**src/rtl/pipeline_hazard_sequencer.sv**
```systemverilog
// Purpose : central stall/flush sequencer for the 5-stage pipeline. It watches the ID
//           opcode and freezes PC and IF/ID for HLT, MULT, load hazards and JUMP.
//           It also injects bubbles into ID/EX for those hazards.
// Latency : stall/bubble/mc_start are Mealy, in the same cycle as the hazard.
//           stall_pm and halted are registered one cycle later.
// Backpressure: none accepted. Every stall sequence ends with one RELEASE cycle (stall=0)
//           before any new hazard can be detected.
// Ports   : clk, reset (async active-low); id_valid, op, id_rs, id_rt (ID stage);
//           ex_is_load, ex_rt (EX stage); mc_done (multi-cycle unit); resume (leave HALT);
//           outputs: stall, bubble, stall_pm, halted, mc_start, state (debug).
// Config  : define LOAD_DEP_CHECK_EN to stall only on a true load-use dependency.
//           When it is undefined, every LD stalls one cycle.
module pipeline_hazard_sequencer #(
    parameter int unsigned JUMP_SLOTS = 2    // stall cycles per jump, legal 1..15
) (
    input  logic       clk,
    input  logic       reset,
    input  logic       id_valid,
    input  logic [5:0] op,
    input  logic [4:0] id_rs,
    input  logic [4:0] id_rt,
    input  logic       ex_is_load,
    input  logic [4:0] ex_rt,
    input  logic       mc_done,
    input  logic       resume,
    output logic       stall,
    output logic       bubble,
    output logic       stall_pm,
    output logic       halted,
    output logic       mc_start,
    output logic [2:0] state
);

    localparam logic [5:0] OP_HLT  = 6'b010001;
    localparam logic [5:0] OP_LD   = 6'b010100;
    localparam logic [5:0] OP_MULT = 6'b011000;
    localparam logic [3:0] OP_JUMP_HI = 4'b0111;  // JUMP = 0111xx
    localparam logic [3:0] JUMP_LOAD  = 4'(JUMP_SLOTS - 1);

    typedef enum logic [2:0] {
        S_RUN        = 3'd0,
        S_JUMP_FLUSH = 3'd1,
        S_MC_BUSY    = 3'd2,
        S_HALT       = 3'd3,
        S_RELEASE    = 3'd4
    } state_t;

    state_t     cur_state;
    state_t     nxt_state;
    logic [3:0] cnt;
    logic [3:0] cnt_nxt;
    logic       stall_c;
    logic       mc_start_c;
    logic       load_hazard;

`ifdef LOAD_DEP_CHECK_EN
    // Only the instruction that actually consumes the loaded register waits.
    // r0 is hard-wired zero, so it never creates a dependency.
    assign load_hazard = ex_is_load && (ex_rt != 5'd0) &&
                         ((ex_rt == id_rs) || (ex_rt == id_rt));
`else
    // Conservative mode: every load stalls one cycle in ID, and the
    // dependency ports are kept only for interface compatibility.
    logic unused_dep_ports;
    assign unused_dep_ports = ^{ex_is_load, ex_rt, id_rs, id_rt};
    assign load_hazard      = (op == OP_LD);
`endif

    always_comb begin
        nxt_state  = cur_state;
        cnt_nxt    = cnt;
        stall_c    = 1'b0;
        mc_start_c = 1'b0;
        case (cur_state)
            S_RUN: begin
                if (id_valid) begin
                    // Priority: HLT > MULT > load hazard > JUMP
                    if (op == OP_HLT) begin
                        stall_c   = 1'b1;
                        nxt_state = S_HALT;
                    end else if (op == OP_MULT) begin
                        stall_c    = 1'b1;
                        mc_start_c = 1'b1;
                        nxt_state  = S_MC_BUSY;
                    end else if (load_hazard) begin
                        stall_c   = 1'b1;
                        nxt_state = S_RELEASE;
                    end else if (op[5:2] == OP_JUMP_HI) begin
                        stall_c   = 1'b1;
                        cnt_nxt   = JUMP_LOAD;
                        // This RUN cycle already counts as one stall slot.
                        nxt_state = (JUMP_SLOTS == 1) ? S_RELEASE : S_JUMP_FLUSH;
                    end
                end
            end
            S_JUMP_FLUSH: begin
                stall_c = 1'b1;
                cnt_nxt = cnt - 4'd1;
                // <= 1 rather than == 1 so a zero count cannot wrap into a long stall.
                if (cnt <= 4'd1) begin
                    nxt_state = S_RELEASE;
                end
            end
            S_MC_BUSY: begin
                stall_c = 1'b1;
                if (mc_done) begin
                    nxt_state = S_RELEASE;
                end
            end
            S_HALT: begin
                stall_c = 1'b1;
                if (resume) begin
                    nxt_state = S_RELEASE;
                end
            end
            S_RELEASE: begin
                // The held instruction advances once. Detection is suppressed.
                nxt_state = S_RUN;
            end
            default: begin
                nxt_state = S_RUN;
            end
        endcase
    end

    always_ff @(posedge clk or negedge reset) begin
        if (!reset) begin
            cur_state <= S_RUN;
            cnt       <= 4'd0;
            stall_pm  <= 1'b0;
            halted    <= 1'b0;
        end else begin
            cur_state <= nxt_state;
            cnt       <= cnt_nxt;
            stall_pm  <= stall;
            halted    <= (nxt_state == S_HALT);
        end
    end

    // Gate the Mealy outputs with reset so an asserted reset quiets the pipeline
    // immediately, even when the ID opcode would otherwise raise a hazard.
    assign stall    = stall_c & reset;
    assign bubble   = stall_c & reset;
    assign mc_start = mc_start_c & reset;
    assign state    = cur_state;

endmodule

```
**config.mk**
```make
export PLATFORM = sky130hd
export DESIGN_NAME = pipeline_hazard_sequencer
export DESIGN_NICKNAME = d
export VERILOG_FILES = /design/src/rtl/pipeline_hazard_sequencer.sv
export SDC_FILE = /design/constraint.sdc
export NUM_CORES = 1
export LEC_CHECK = 0
export BUFFER_PORTS_ARGS = -buffer_cell sky130_fd_sc_hd__buf_2
export CAP_MARGIN = 30
export CORE_UTILIZATION = 49
export CTS_BUF_LIST = sky130_fd_sc_hd__clkbuf_8
export CTS_CLUSTER_SIZE = 24
export DETAILED_ROUTE_END_ITERATION = 6
export GPL_TIMING_DRIVEN = 0
export PLACE_DENSITY = 0.92
export SLEW_MARGIN = 10
export SYNTH_ARGS = -nofsm -noshare
export SYNTH_HDL_FRONTEND = slang
export SYNTH_SLANG_ARGS = --single-unit
```
**constraint.sdc**
```tcl
create_clock -name clk -period 2.99 [get_ports clk]
set_input_delay 0.299 -clock clk [delete_from_list [all_inputs] [get_ports clk]]
set_output_delay 0.299 -clock clk [all_outputs]
set_load 0.005 [all_outputs]
```
==> qor.yml <==
routedWlPerCell_um: 14.50
cp.arrival_ps: 1840
ys_top_cells_by_area: "dfrtp_1 (34%), o211ai_1 (8.0%), o21ai_0 (4.6%), ha_1 (3.8%), nor3_1 (3.8%)"
core_area_um2: 1171
post_drt_via_cell_ratio: 6.091
cts_buffers: 3
setup_viol: 0
drc_errors: 0
maxSlewViolCount: 0
synth_cells: 74
status: "finished, final reports clean"
ant_nets: 0
clockRootBuffer: "clkbuf_8"
reg2reg_from: "state[2]$_DFF_PN0_"
firstDrtPassIters: 4
gr-total-overflow: 0
slew_headroom_pct: 73.78
preCtsSetupSlack_ps: 1299
die_h_um: 38.65
syn_area_um2: 658.1
ys_ff_latch: 9
ios: 35
synth_warnings: 0
start_kind: "input pin"
grtUsageMet3_pct: 3.468
max_freq_ghz: 0.4678
final.setup.worst_slack_ps: 852.5
netlist.top_cell.by_area: "dfrtp_1"
yosysUniqueCellTypes: 33
endpoint_kind: "primary output"
ys.flop_type: "dfrtp_1"
min_path_cells: 4
clk_latency_ps: 230
clkSinkCount: 9
post-route-util_pct: 69.66
nNetsFinal: 126
peakVddDrop_v: 0.0003345
row_count: 12
synth_edf_count: 0
crit_start: "reset"
io_buffers: 17
cts_max_level: 1
clock_path_buffers: 2
num_vias: 670
hold_violations: 0
clk_pin_slew_ps: 50
holdBufCountCts: 1
place_area_um2: 760.7
layout_min_cycle_time_ps: 2138
ys_seq_area_share_pct: 34.22
syn_nets: 103
setup_tns_ps: 0
antenna_found_initial: 0
hpwl_mm: 1.155
grt_use_met1_pct: 30.32
power_leakage_uw: 0.0003925
final_area_um2: 815.8
min_path_type: "in2reg"
cp.required_ps: 2690
start_util_pct: 56.20
min_from: "resume"
met2_usage_pct: 42.50
skew_ps: 2.098
finalCritPeriodShare_pct: 71.49
ctsResizeCount: 0
postRouteWirelength_mm: 1.595
drt_iter0_drc: 15
area_growth_pct: 23.95
grt_pass1_vias: 583
cts_setup_buffers: 0
path_max_fanout: 11
powerDensity_nw_per_um2: 780.8
antenna_cells: 0
grt_first_pass_wirelength_mm: 2.470
syn_avg_cell_area_um2: 8.894
async_reset_ff_share_pct: 100.0
dieArea_um2: 1494
cts_tree: "built"
die_w_um: 38.65
busiest_layer: "met2"
worst_pin_slew_ps: 390.3
critPathKind: "in2out"
rr_worst_depth: 4
maxCapViolCount: 0
grt_max_degree: 12
final_layout_size_suffix_gt1_share_pct: 27.08
fin_hold_ws_ps: 418.5
synth_top_area_share_pct: 34.22
gp_congestion: 0.7479
track_usage_pct: 24.70
rsz0062_at_grt: "no"
critical path, stage by stage:
cell and delay (ps):
dlygate4sd3_1 530, buf_2 260, inv_1 70, a211o_1 220, a31oi_1 220, buf_4 150, buf_2 90
per-layer routing:
layer	part of all wire [%]	vias to the layer above
met4	1.4	0
met3	5.4	4
li1	-	317
met1	44	313
met2	49	36
met5	0	-
final timing paths:
kind / to / slack, ps
max reg2reg: halted$_DFF_PN0_ / 1500
max in group asynchronous: cnt[1]$_DFFE_PN0P_ / 2310
max: stall / 850
min: state[0]$_DFF_PN0_ / 420
min in group asynchronous: state[1]$_DFF_PN0_ / 470
min reg2reg: cnt[1]$_DFFE_PN0P_ / 620
final cells by class:
| type | instances | area (um2) |
|---|---|---|
| Multi-Input combinational cell | 57 | 390.4 |
| Fill cell | 93 | 355.3 |
| Sequential cell | 9 | 225.2 |
| Timing Repair Buffer | 18 | 95.09 |
| Clock buffer | 3 | 41.29 |
| Buffer | 4 | 27.53 |
| Tap cell | 14 | 17.52 |
| Inverter | 4 | 15.01 |
| Clock inverter | 1 | 3.754 |
registers in the layout, summed over array words and instances, names as in the netlist:
name,flops
cnt,4
stall_pm,1
halted,1
state,3
report_power, final:
part / internal [uW] / total, uW / switching (uW)
logic: 135 / 279 / 145
clock network: 89.5 / 138 / 48.8
registers: 164 / 219 / 55.4
placed cells by master, fill, tap and decap left out, types with 3 or more instances in the layout:
cell	n
buf_2	18
clkbuf_8	3
dfrtp_1	9
inv_1	5
nand2_1	5
nand3_1	3
nor2_1	3
nor2b_1	3
nor3_1	5
o211ai_1	7
o21ai_0	6
per-stage QoR:
stage | power [uW] | instances
after global routing | 692.5 | 110
after global placement | 471.2 | 105
after CTS | 633.6 | 110
after detailed placement | 490.6 | 105
final | 637.0 | 110
after floorplan | 406.7 | 74
cell families after synthesis:
group | share of synthesized area, %
mux | 3.802
simple gates | 30.04
xor+xnor | 1.331
flops | 34.22
fa+ha+maj | 3.802
buf+inv | 6.462
compound gates | 20.34
synth_stat cells, types with 2 or more instances:
cell / instances
inv_1: 4
dfrtp_1: 9
nand2_1: 5
o21ai_0: 6
nor2b_1: 3
o21bai_1: 2
nor4b_1: 2
ha_1: 2
nor3b_1: 2
nand3b_1: 2
nor2_1: 3
o211ai_1: 7
nand3_1: 3
nor3_1: 5
Note: power is estimated with default switching activity, not from simulation.
